===== config.mk =====
export PLATFORM = sky130hd
export DESIGN_NAME = mem_access_flat
export DESIGN_NICKNAME = d
export VERILOG_FILES = /design/src/rtl/mem_access_if.sv /design/src/rtl/mem_access.sv /design/src/flat_wrapper.sv
export SDC_FILE = /design/constraint.sdc
export NUM_CORES = 1
export LEC_CHECK = 0
export BUFFER_PORTS_ARGS = -buffer_cell sky130_fd_sc_hd__buf_2
export CAP_MARGIN = 0
export CORE_ASPECT_RATIO = 0.75
export CORE_MARGIN = 2
export CORE_UTILIZATION = 35
export CTS_BUF_LIST = sky130_fd_sc_hd__clkbuf_16
export CTS_CLUSTER_DIAMETER = 80
export DETAILED_ROUTE_END_ITERATION = 6
export GPL_TIMING_DRIVEN = 0
export MAX_ROUTING_LAYER = met4
export PLACE_DENSITY = 0.63
export SETUP_SLACK_MARGIN = 0.05
export SYNTH_ARGS = -nofsm -noshare
export SYNTH_HDL_FRONTEND = slang
export SYNTH_SLANG_ARGS = --single-unit

===== constraint.sdc =====
create_clock -name clk_i -period 2.1 [get_ports clk_i]
set_clock_uncertainty 0.1 [all_clocks]
set_input_delay 0.105 -clock clk_i [delete_from_list [all_inputs] [get_ports clk_i]]
set_output_delay 0.105 -clock clk_i [all_outputs]
set_load 0.02 [all_outputs]

===== src/rtl/mem_access_if.sv =====
// Wishbone-style classic bus between the memory-access stage and memory.
// master: cyc/stb/we/adr/sel/dat_o out, dat_i/ack/err in; slave mirrors it.
interface mem_access_if;
  logic        bus_cyc_o;
  logic        bus_stb_o;
  logic        bus_we_o;
  logic [31:0] bus_adr_o;
  logic [3:0]  bus_sel_o;
  logic [31:0] bus_dat_o;
  logic [31:0] bus_dat_i;
  logic        bus_ack_i;
  logic        bus_err_i;

  modport master (
    output bus_cyc_o, bus_stb_o, bus_we_o,
    output bus_adr_o, bus_sel_o, bus_dat_o,
    input  bus_dat_i, bus_ack_i, bus_err_i
  );

  modport slave (
    input  bus_cyc_o, bus_stb_o, bus_we_o,
    input  bus_adr_o, bus_sel_o, bus_dat_o,
    output bus_dat_i, bus_ack_i, bus_err_i
  );
endinterface


===== src/rtl/mem_access.sv =====
// bexkat1 memory-access stage: one bus transaction per load/store, else 1-cycle pass-through.
// Ports: clk_i, rst_n_i, execute inputs, write-back outputs, stall_o, fault_o, bus (master).
// Optional: define BUS_TIMEOUT_EN to abort a request after TIMEOUT_CYCLES REQ cycles.
module mem_access #(
  parameter int TIMEOUT_CYCLES = 255
) (
  input  logic        clk_i,
  input  logic        rst_n_i,
  input  logic [63:0] ir_i,
  input  logic [31:0] pc_i,
  input  logic [31:0] result_i,
  input  logic [31:0] reg_data1_i,
  input  logic [1:0]  reg_write_i,
  input  logic        halt_i,
  output logic [63:0] ir_o,
  output logic [31:0] pc_o,
  output logic [31:0] result_o,
  output logic [1:0]  reg_write_o,
  output logic        halt_o,
  output logic        stall_o,
  output logic        fault_o,
  mem_access_if.master bus
);

  localparam logic [3:0] T_LOAD  = 4'ha;
  localparam logic [3:0] T_STORE = 4'hb;

  typedef enum logic {IDLE, REQ} state_t;
  state_t state;

  logic [3:0]  typ;
  logic [1:0]  wsz;
  logic        is_mem;
  logic        is_half;
  logic        is_byte;
  logic        misalign;
  logic [3:0]  sel;
  logic [31:0] wdat;
  logic [31:0] ldat;
  logic [1:0]  a_q;
  logic [1:0]  w_q;
  logic        abort;
  logic        done;

`ifdef BUS_TIMEOUT_EN
  localparam int CW = $clog2(TIMEOUT_CYCLES + 1);
  logic [CW-1:0] cnt;
  logic          tmo;
  assign tmo = (cnt == CW'(TIMEOUT_CYCLES - 1));
`else
  logic tmo;
  assign tmo = 1'b0;
`endif

  assign typ     = ir_i[31:28];
  assign wsz     = ir_i[25:24];
  assign is_mem  = (typ == T_LOAD) || (typ == T_STORE);
  assign is_half = (wsz == 2'd1);
  assign is_byte = (wsz == 2'd2);

  // err (or timeout) takes priority over a simultaneous ack
  assign abort = bus.bus_err_i | tmo;
  assign done  = bus.bus_ack_i | abort;

  always_comb begin
    misalign = 1'b0;
    sel      = 4'b1111;
    wdat     = reg_data1_i;
    unique case (1'b1)
      is_byte: begin
        sel  = 4'b1000 >> result_i[1:0];
        wdat = {4{reg_data1_i[7:0]}};
      end
      is_half: begin
        misalign = result_i[0];
        sel      = result_i[1] ? 4'b0011 : 4'b1100;
        wdat     = {reg_data1_i[15:0], reg_data1_i[15:0]};
      end
      default: misalign = |result_i[1:0];
    endcase
  end

  // big-endian lane extraction from the captured width/offset
  always_comb begin
    ldat = bus.bus_dat_i;
    if (w_q == 2'd2) begin
      unique case (a_q)
        2'd0: ldat = {24'h0, bus.bus_dat_i[31:24]};
        2'd1: ldat = {24'h0, bus.bus_dat_i[23:16]};
        2'd2: ldat = {24'h0, bus.bus_dat_i[15:8]};
        default: ldat = {24'h0, bus.bus_dat_i[7:0]};
      endcase
    end else if (w_q == 2'd1) begin
      ldat = a_q[1] ? {16'h0, bus.bus_dat_i[15:0]}
                    : {16'h0, bus.bus_dat_i[31:16]};
    end
  end

  always_comb begin
    stall_o = 1'b0;
    if (state == IDLE) stall_o = is_mem && !misalign;
    else               stall_o = !done;
  end

  always_ff @(posedge clk_i or negedge rst_n_i) begin
    if (!rst_n_i) begin
      state         <= IDLE;
      ir_o          <= '0;
      pc_o          <= '0;
      result_o      <= '0;
      reg_write_o   <= '0;
      halt_o        <= 1'b0;
      fault_o       <= 1'b0;
      bus.bus_cyc_o <= 1'b0;
      bus.bus_stb_o <= 1'b0;
      bus.bus_we_o  <= 1'b0;
      bus.bus_adr_o <= '0;
      bus.bus_sel_o <= '0;
      bus.bus_dat_o <= '0;
      a_q           <= '0;
      w_q           <= '0;
`ifdef BUS_TIMEOUT_EN
      cnt           <= '0;
`endif
    end else begin
      fault_o <= 1'b0;
      unique case (state)
        IDLE: begin
          if (is_mem && !misalign) begin
            bus.bus_cyc_o <= 1'b1;
            bus.bus_stb_o <= 1'b1;
            bus.bus_we_o  <= (typ == T_STORE);
            bus.bus_adr_o <= {result_i[31:2], 2'b00};
            bus.bus_sel_o <= sel;
            bus.bus_dat_o <= wdat;
            a_q           <= result_i[1:0];
            w_q           <= wsz;
            state         <= REQ;
`ifdef BUS_TIMEOUT_EN
            cnt           <= '0;
`endif
          end else begin
            ir_o        <= ir_i;
            pc_o        <= pc_i;
            result_o    <= result_i;
            reg_write_o <= is_mem ? 2'b00 : reg_write_i;
            halt_o      <= halt_i;
            fault_o     <= is_mem;
          end
        end
        default: begin
          if (done) begin
            bus.bus_cyc_o <= 1'b0;
            bus.bus_stb_o <= 1'b0;
            bus.bus_we_o  <= 1'b0;
            ir_o          <= ir_i;
            pc_o          <= pc_i;
            result_o      <= bus.bus_we_o ? result_i : ldat;
            reg_write_o   <= abort ? 2'b00 : reg_write_i;
            halt_o        <= halt_i;
            fault_o       <= abort;
            state         <= IDLE;
          end
`ifdef BUS_TIMEOUT_EN
          else begin
            cnt <= cnt + 1'b1;
          end
`endif
        end
      endcase
    end
  end

endmodule


===== src/flat_wrapper.sv =====
// flat-port wrapper written by rule: the top's interface ports become plain ports
module mem_access_flat 
#(
  parameter int TIMEOUT_CYCLES = 255
)
  (clk_i, rst_n_i, ir_i, pc_i, result_i, reg_data1_i, reg_write_i, halt_i, ir_o, pc_o, result_o, reg_write_o, halt_o, stall_o, fault_o, bus_bus_cyc_o, bus_bus_stb_o, bus_bus_we_o, bus_bus_adr_o, bus_bus_sel_o, bus_bus_dat_o, bus_bus_dat_i, bus_bus_ack_i, bus_bus_err_i);
  mem_access_if bus_i ();
  input  logic clk_i;
  input  logic rst_n_i;
  input  logic [63:0] ir_i;
  input  logic [31:0] pc_i;
  input  logic [31:0] result_i;
  input  logic [31:0] reg_data1_i;
  input  logic [1:0] reg_write_i;
  input  logic halt_i;
  output logic [63:0] ir_o;
  output logic [31:0] pc_o;
  output logic [31:0] result_o;
  output logic [1:0] reg_write_o;
  output logic halt_o;
  output logic stall_o;
  output logic fault_o;
  output wire logic [$bits(bus_i.bus_cyc_o)-1:0] bus_bus_cyc_o;
  output wire logic [$bits(bus_i.bus_stb_o)-1:0] bus_bus_stb_o;
  output wire logic [$bits(bus_i.bus_we_o)-1:0] bus_bus_we_o;
  output wire logic [$bits(bus_i.bus_adr_o)-1:0] bus_bus_adr_o;
  output wire logic [$bits(bus_i.bus_sel_o)-1:0] bus_bus_sel_o;
  output wire logic [$bits(bus_i.bus_dat_o)-1:0] bus_bus_dat_o;
  input wire logic [$bits(bus_i.bus_dat_i)-1:0] bus_bus_dat_i;
  input wire logic [$bits(bus_i.bus_ack_i)-1:0] bus_bus_ack_i;
  input wire logic [$bits(bus_i.bus_err_i)-1:0] bus_bus_err_i;
  assign bus_bus_cyc_o = bus_i.bus_cyc_o;
  assign bus_bus_stb_o = bus_i.bus_stb_o;
  assign bus_bus_we_o = bus_i.bus_we_o;
  assign bus_bus_adr_o = bus_i.bus_adr_o;
  assign bus_bus_sel_o = bus_i.bus_sel_o;
  assign bus_bus_dat_o = bus_i.bus_dat_o;
  assign bus_i.bus_dat_i = bus_bus_dat_i;
  assign bus_i.bus_ack_i = bus_bus_ack_i;
  assign bus_i.bus_err_i = bus_bus_err_i;
  mem_access #(.TIMEOUT_CYCLES(TIMEOUT_CYCLES)) u_core (.clk_i(clk_i), .rst_n_i(rst_n_i), .ir_i(ir_i), .pc_i(pc_i), .result_i(result_i), .reg_data1_i(reg_data1_i), .reg_write_i(reg_write_i), .halt_i(halt_i), .ir_o(ir_o), .pc_o(pc_o), .result_o(result_o), .reg_write_o(reg_write_o), .halt_o(halt_o), .stall_o(stall_o), .fault_o(fault_o), .bus(bus_i));
endmodule

; Yosys cells after proc, flatten, opt, wreduce, memory -nomap -nowiden
; Index checks and enable logic that the tools add are counted.
[totals]
ff_bits = 205
output_inout_bits = 204
word_cells = 75
[op_classes]
n_eq_ne = 10
shifts = 1
n_mux = 38
n_bitwise = 2
n_reduce_logical = 10
[op_table]
columns = op, n
row1 = 32-bit two-way mux, 9
row2 = 64-bit two-way mux, 3
row3 = 32-bit one-hot mux with 2 select lines, 1
row4 = 8-bit one-hot mux with 3 select lines, 1
row5 = 16-bit two-way mux, 1
row6 = 1-bit two-way mux, 15
row7 = 2-bit two-way mux, 5
row8 = 4-bit == test (second input constant), 2
row9 = 4-bit one-hot mux with 2 select lines, 1
row10 = 2-bit by 1-bit == test with 1-bit output (second input constant), 3
row11 = 2-bit == test (second input constant), 3
row12 = 2-bit AND reduction, 3
row13 = 4-bit two-way mux, 1
row14 = 4-bit by 2-bit >> shifter with 4-bit output (first input constant), 1
row15 = 1-bit logical NOT, 2
row16 = 2-bit logical NOT, 1
row17 = 2-bit by 1-bit inequality test with 1-bit output (second input constant), 1
row18 = 2-bit inequality test (second input constant), 1
row19 = 1-bit one-hot mux with 2 select lines, 1
row20 = 2-bit nonzero test, 1
row21 = 2-bit OR reduction, 1
row22 = 1-bit logical AND, 1
row23 = 1-bit logical OR, 1
row24 = 1-bit inverter, 1
row25 = 1-bit OR, 1

; Logic depth before layout (Yosys ltp)
; Gate-level depths: netlist (run 1).
[depth]
word_depth = 6
depth_mapped = 8
depth_no_buf = 6

; Least setup slack after synthesis (run 1)
; Ideal clock, no wire load.
[synth_timing]
kind = register -> register
from = register u_core.state
to = register u_core.ir_o[0]
setup_time_ps = 128
t_arrival_ps = 1650
required_ps = 1872
path_slack_ps = 223
stages_incl_launch_ff = 6
n_path_buf = 2
period_less_slack_ps = 1877
cell_sequence = dfrtp_1 > and4bb_1 > a32oi_2 > buf_4 > buf_4 > mux2_1
[synth_via]
elab_chain_len = 2
[synth_lines]
columns = element, line_no
row1 = start: declaration, mem_access.sv:29  ; state_t state;
row2 = start signal: assignment, mem_access.sv:107  ; state <= IDLE;
row3 = start signal: assignment, mem_access.sv:138  ; state <= REQ;
row4 = start signal: assignment, mem_access.sv:162  ; state <= IDLE;
row5 = 2-bit inequality test (no source line) / 2-bit by 1-bit inequality test with 1-bit output (equally long branches), -
row6 = 2-bit AND reduction (no source line), -
row7 = end signal: assignment, mem_access.sv:143  ; ir_o <= ir_i;
row8 = end signal: assignment, mem_access.sv:156  ; ir_o <= ir_i;
row9 = end: declaration, mem_access.sv:15  ; output logic [63:0] ir_o,
; Parallel ways exist; a longest one is shown, timed or not.
; A chain may end at the register's enable or synchronous reset.

; Final worst setup path (run 1)
[layout_timing]
from = register u_core.state
to = output port stall_o
[layout_via]
elab_chain_len = 1
[layout_lines]
columns = element, line_no
row1 = 1-bit two-way mux, mem_access.sv:101  ; if (state == IDLE) stall_o = is_mem && !misalign;
row2 = end: declaration, flat_wrapper.sv:21  ; output logic stall_o;
; Every way passes these cells.

==> flow_summary.yaml, run 1 <==
run_status:
  status: "finished, violations left"
  violations: "setup timing"
detailed_routing:
  drt_iter0_drc: 450
  first_pass_iters: 5
  drt-total-wl_um: 33650
  dr_total_vias: 8240
  vias_per_cell: 4.928
  wl_per_cell_um: 20.13
  drt_drc_violations_left: 0
  ant_nets: 0
place:
  post-dp-hpwl_um: 21990
  port_buffers: 400
  place_area_sq_um: 11190
  place.gp.congestion: 0.8963
power:
  peakVddDrop_uv: 614.2
  leakage_uw: 0.007101
  power_density_nw_per_um2: 874.4
yosys:
  synth-edff-count: 0
  postSynthCellCount: 672
  yosysWarnings: 0
  yosys_register_bits: 205
  syn_area_sq_um: 8725
  async_flop_share_pct: 100.0
  yosysSeqAreaShare_pct: 58.80
  synth_ff_type: "dfrtp_1"
  yosysUniqueCellTypes: 38
  post_synth.cell_area_avg_sq_um: 12.98
critical_path:
  worstPathMaxFanout: 6
  critPathRequiredTime_ns: 1.89
  slowest_delay_ns: 0.47
  crit_family: "flip-flops"
  cp.arrival_ns: 1.96
  crit_buf_inv: 4
  worstSetupPathType: "flip-flop to output port"
  worst_path_max_delay_cell: "dfrtp_2"
  cp-end-kind: "output port"
  cp-start-kind: "flip-flop"
  worstPathCellList: "and4bb_4, a32oi_4, buf_6, buf_12, clkinv_8, buf_8"
floorplan:
  die_w_um: 186.3
  chipHeight_um: 140.7
  placeableCoreArea_sq_um: 24710
  rows: 50
  num_io_pins: 403
  start_util_pct: 35.31
  die_area_sq_um: 26220
global_route:
  grt_overflow: 0
  grt_max_degree: 114
  antenna_found_initial: 0
  grt_usage_pct: 25.77
  grt_first_pass_wirelength_um: 51080
  grt_pass1_vias: 8733
timing:
  holdWs_ns: 0.04498
  worst_pin_slew_ns: 0.7602
  grt_setup_unrepaired: "true"
  drv_slew: 0
  min_period_ns: 2.163
  fin_crit_sh_pct: 103.0
  relSlewSlack_pct: 49.32
  fin_ws_ns: -0.06287
  finalHoldViolations: 0
  setup_viol: 1
  max_freq_mhz: 462.3
  setup_tns_ns: -0.06287
flow_run:
  max_cap_viol_count: 0
final_layout:
  nets: 1518
  fin_area_sq_um: 14770
  synthToLayoutAreaGrowth_pct: 69.30
  final_cell_mix: "buf_2, dfrtp_1, dlygate4sd3_1, mux2_2, nand2_1"
  diodes: 0
  final_common_cell: "buf_2"
  fin_util_pct: 59.77
  layout-drive-gt1-share_pct: 51.20
clock_network:
  ctsLongestPathBuffers: 3
  cts_tree: "yes"
  cts_root_buf: "clkbuf_16"
  path_clk_slew_ns: 0.06
  htree_num_levels: 1
  numCtsBuffers: 23
  numClockSinks: 205
  clock_latency_ns: 0.51
hold_path:
  hold_class: "primary input to flip-flop"
-- sequential cells by signal (all words and copies together), names as in the netlist --
name	cells
u_core.bus.bus_adr_o	30
u_core.ir_o	64
u_core.bus.bus_we_o	1
u_core.result_o	32
u_core.bus.bus_sel_o	4
u_core.state	1
u_core.w_q	2
u_core.reg_write_o	2
u_core.bus.bus_cyc_o	1
u_core.pc_o	32
u_core.a_q	2
u_core.bus.bus_dat_o	32
u_core.halt_o	1
u_core.fault_o	1
-- final timing paths --
| check | slack, ns | startpoint | cells after the start | to |
|---|---|---|---|---|
| max in group asynchronous | 0.79 | rst_n_i | 3 | u_core.ir_o[41]$_DFFE_PN0N_ |
| setup / recovery | -0.06 | u_core.state$_DFF_PN0_ | 6 | stall_o |
| hold / removal | 0.04 | bus_bus_dat_i[9] | 4 | u_core.result_o[9]$_DFFE_PN0N_ |
| hold reg to reg | 0.38 | u_core.bus.bus_dat_o[28]$_DFFE_PN0P_ | 2 | u_core.bus.bus_dat_o[28]$_DFFE_PN0P_ |
| min in group asynchronous | 0.10 | rst_n_i | 2 | u_core.bus.bus_adr_o[29]$_DFFE_PN0P_ |
| setup reg to reg | 0.04 | u_core.state$_DFF_PN0_ | 6 | u_core.bus.bus_adr_o[28]$_DFFE_PN0P_ |
-- cell type report --
cell class	count	area (sq um)
clock inverter	19	256.5
clock buffer	23	575.6
timing repair buffer	620	4297
multi-input combinational	405	3632
fill	1935	9941
tap	338	422.9
inverter	13	61.31
buffer	49	392.9
sequential	205	5132
-- metal layers --
| layer | wire [um] | global-route usage (%) | up-vias |
|---|---|---|---|
| li1 | - | - | 3714 |
| met1 | 13500 | 31.27 | 4092 |
| met2 | 16930 | 44.01 | 384 |
| met3 | 2562 | 6.199 | 50 |
| met4 | 658 | 5.347 | 0 |
| met5 | 0 | - | - |
-- through the flow --
stage | cells | setup WS (ns) | total power (uW)
2_1_floorplan | 673 | 0.2227 | 6608
3_3_place_gp | 1411 | -2.786 | 7831
3_5_place_dp | 1412 | -0.5263 | 7890
4_1_cts | 1666 | -0.1485 | 12870
5_1_grt | 1672 | -0.1538 | 13460
6_report | 1672 | -0.06287 | 12920
-- worst register-to-register path, delay by kind of cell, from the launching register on --
kind,cells,cell delay [ns]
flip-flops,1,0.47
multiplexers,1,0.29
buffers and inverters,3,0.56
AND/OR/NAND/NOR,2,0.53
-- cell usage after synthesis, drive strengths merged, types with 2 or more instances --
cell type	n	share of area [%]
inv	13	0.56
nand2	54	2.3
a21oi	20	1.1
mux4	8	2.1
o21ai	27	1.5
o22ai	5	0.36
nand3	6	0.34
o31ai	16	1.4
o22a	3	0.30
ha	2	0.29
nor2b	19	1.4
mux2	137	18
o21a	9	0.77
clkbuf	21	0.90
dfrtp	205	59
o2bb2ai	5	0.50
o211ai	8	0.69
a22oi	24	2.1
a221oi	13	1.3
mux2i	11	1.3
a21o	7	0.60
nor2	21	0.90
buf	29	1.9
-- kinds of logic (layout without fill, tap and decap cells) --
| family | after synthesis | in the layout | synth area share, % |
|---|---|---|---|
| buf+inv | 63 | 724 | 3.370 |
| simple gates | 104 | 104 | 5.349 |
| compound gates | 141 | 141 | 11.14 |
| other cells | 1 | 2 | 0.04298 |
| fa+ha+maj | 2 | 2 | 0.2868 |
| mux | 156 | 156 | 21.01 |
| flops | 205 | 205 | 58.80 |
-- power by group --
group          switching (uW)  leakage (uW)  total, uW  internal (uW)
sequential                356       0.00244       4900           4540
clock                    1740      0.000413       4490           2750
combinational            2000       0.00425       3530           1530
total                    4090       0.00710      12900           8820
-- what timing repair did --
item | in CTS | in global routing
gates cloned | 3 | 2
setup buffers | 8 | 6
endpoints found under the hold margin | 294 | 0
endpoints found under the setup margin | 183 | 202
pin swaps | 2 | 3
resized for setup | 122 | 47
hold buffers | 202 | 0
Note: power is estimated with default switching activity, not from simulation.
==> run 2, diff against run 1 <==
CORE_ASPECT_RATIO = 1.5   (was 0.75)
GPL_TIMING_DRIVEN = 1   (was 0)
SKIP_CTS_REPAIR_TIMING = 1   (was default)
==> run 2 against run 1 <==
Against the previous run:
- the flow finishes with violations (hold timing)
- cell count is 3.6% lower
- register-to-register slack better by 0.05 ns
- utilization is 2.9 points lower
- flip-flop and latch count stayed put
- global-route usage is 5.8 points lower
- maximum frequency is 7.4% higher
- largest cell class unchanged
- largest power group unchanged
- critical endpoint is now u_core.ir_o[61]$_DFFE_PN0N_
- power is 11% lower
- critical path depth stayed put
- sequential power hardly changed
- clock power is 27% lower
- die area hardly changed
- non-clock buffer count is 38 lower
==> flow_summary.yaml, run 2 (synthesis gave the netlist of run 1 again) <==
timing:
  finalHoldViolations: 3
  setup_viol: 0
  max_freq_mhz: 496.4
  relSlewSlack_pct: 65.63
  grt_setup_unrepaired: "true"
  worst_pin_slew_ns: 0.5155
  fin_crit_sh_pct: 95.93
  holdWs_ns: -0.02808
  drv_slew: 0
  min_period_ns: 2.015
  fin_ws_ns: 0.08537
critical_path:
  worstSetupPathType: "flip-flop to flip-flop"
  cp-end-kind: "flip-flop"
  cp.arrival_ns: 2.28
  worstPathCellList: "and4bb_2, a32oi_4, buf_6, buf_12, buf_16, mux2_1"
  critPathRequiredTime_ns: 2.36
  slowest_delay_ns: 0.40
  worstPathMaxFanout: 25
  worst_path_max_delay_cell: "dfrtp_1"
  cp-start-kind: "flip-flop"
floorplan:
  start_util_pct: 35.70
  chipHeight_um: 197.4
  placeableCoreArea_sq_um: 24440
  rows: 70
  die_w_um: 132.9
  num_io_pins: 403
  die_area_sq_um: 26230
place:
  post-place-ws_ns: 0.01130
  dp_cells: 1378
  place.gp.congestion: 0.8123
  post-dp-hpwl_um: 19800
  port_buffers: 400
final_layout:
  nets: 1478
  top_register: "u_core.ir_o"
  final_cell_mix: "buf_2, dfrtp_1, dlygate4sd3_1, mux2_2, nand2_1"
  synthToLayoutAreaGrowth_pct: 59.23
  layout-drive-gt1-share_pct: 45.88
  instances_no_fill: 1611
  largest_reg_flops: 64
  final_common_cell: "buf_2"
clock_network:
  ctsLongestPathBuffers: 3
  cts_root_buf: "clkbuf_16"
  htree_num_levels: 1
  clock_latency_ns: 0.50
  numClockSinks: 205
  cts_tree: "yes"
  numCtsBuffers: 21
  path_clk_slew_ns: 0.06
global_route:
  grt_pass1_vias: 7164
  grt_first_pass_wirelength_um: 40020
  grt_max_degree: 76
  antenna_found_initial: 0
  grt_usage_pct: 19.92
  grt_overflow: 0
power:
  leakage_uw: 0.006691
  peakVddDrop_uv: 678.2
  intPower_uw: 7772
  pwr-share-seq_pct: 42.7
  switching_share_pct: 32.02
  clkPwrFrac_pct: 28.7
  power_density_nw_per_um2: 822.9
  switchingPower_uw: 3661
  comb_power_share_pct: 28.6
detailed_routing:
  first_pass_iters: 5
  vias_per_cell: 4.915
  drt-total-wl_um: 29740
  wl_per_cell_um: 18.46
  dr_total_vias: 7918
  ant_nets: 0
  drt_iter0_drc: 396
  drt_drc_violations_left: 0
run_status:
  status: "finished, violations left"
  violations: "hold timing"
hold_path:
  hold_class: "primary input to flip-flop"
flow_run:
  max_cap_viol_count: 0
==> run 2: changes by cell type in the layout (fill, tap and decap cells not counted), moves of 8 or more <==
cell           previous run  this run
nor2_4                    8         0
mux2_4                   20         0
dlygate4sd3_1           202       191
o31ai_1                   8        16
mux2_1                    5        25
nor2_1                    5        21
nor2_2                    8         0
==> run 2: power by group through the flow <==
stage,clock (uW),sequential (uW),combinational (uW)
after floorplan,0,5620,991
after detailed placement,0,4930,2960
after global routing,3560,4960,3500
after global placement,0,4910,2920
after CTS,3410,4870,2960
final,3280,4880,3270
==> run 2: worst paths after layout <==
path / start / to / slack, ns / cells after the start
worst min-delay path: bus_bus_dat_i[12] / u_core.result_o[12]$_DFFE_PN0N_ / -0.03 / 4
worst max-delay path: u_core.state$_DFF_PN0_ / u_core.ir_o[61]$_DFFE_PN0N_ / 0.09 / 6
worst max register to register: u_core.state$_DFF_PN0_ / u_core.ir_o[61]$_DFFE_PN0N_ / 0.09 / 6
max in group asynchronous: rst_n_i / u_core.pc_o[17]$_DFFE_PN0N_ / 1.39 / 3
worst min register to register: u_core.bus.bus_dat_o[31]$_DFFE_PN0P_ / u_core.bus.bus_dat_o[31]$_DFFE_PN0P_ / 0.37 / 2
min in group asynchronous: rst_n_i / u_core.bus.bus_adr_o[21]$_DFFE_PN0P_ / 0.11 / 3
==> run 2: worst max-delay path, delay by kind of cell (launching register included) <==
family | cells | cell delay, ns
compound gates | 1 | 0.22
buf+inv | 3 | 0.49
flops | 1 | 0.40
mux | 1 | 0.35
simple gates | 1 | 0.30
==> run 2: per-layer routing <==
| layer | vias to the layer above | GRT usage, % | wire length [um] |
|---|---|---|---|
| li1 | 3629 | - | - |
| met1 | 3863 | 23.09 | 11010 |
| met2 | 330 | 34.35 | 15670 |
| met3 | 96 | 3.849 | 1699 |
| met4 | 0 | 7.368 | 1361 |
| met5 | - | - | 0 |
==> run 2: area by class of cell <==
class,instances,area [sq um]
clock inverters,11,43.79
well taps,324,405.4
repair buffers,631,4390
diodes,1,2.502
flip-flops and latches,205,5130
inverters,13,61.31
fillers,1989,10540
multi-input cells,405,3333
clock buffers,21,525.5
==> run 2: per-stage QoR <==
stage               util (%)  total power [uW]  hold slack (ns)  area (sq um)  TNS [ns]
global route           56.84             12020         0.008713         13890         0
CTS                    48.52             11240          -0.6076         11860   -0.3283
global placement       46.19              7836         -0.07823         11290         0
detailed placement     46.19              7889         -0.07874         11290         0
floorplan                  -              6608          -0.2906          8728         0
finish                 56.85             11430         -0.02808         13890         0
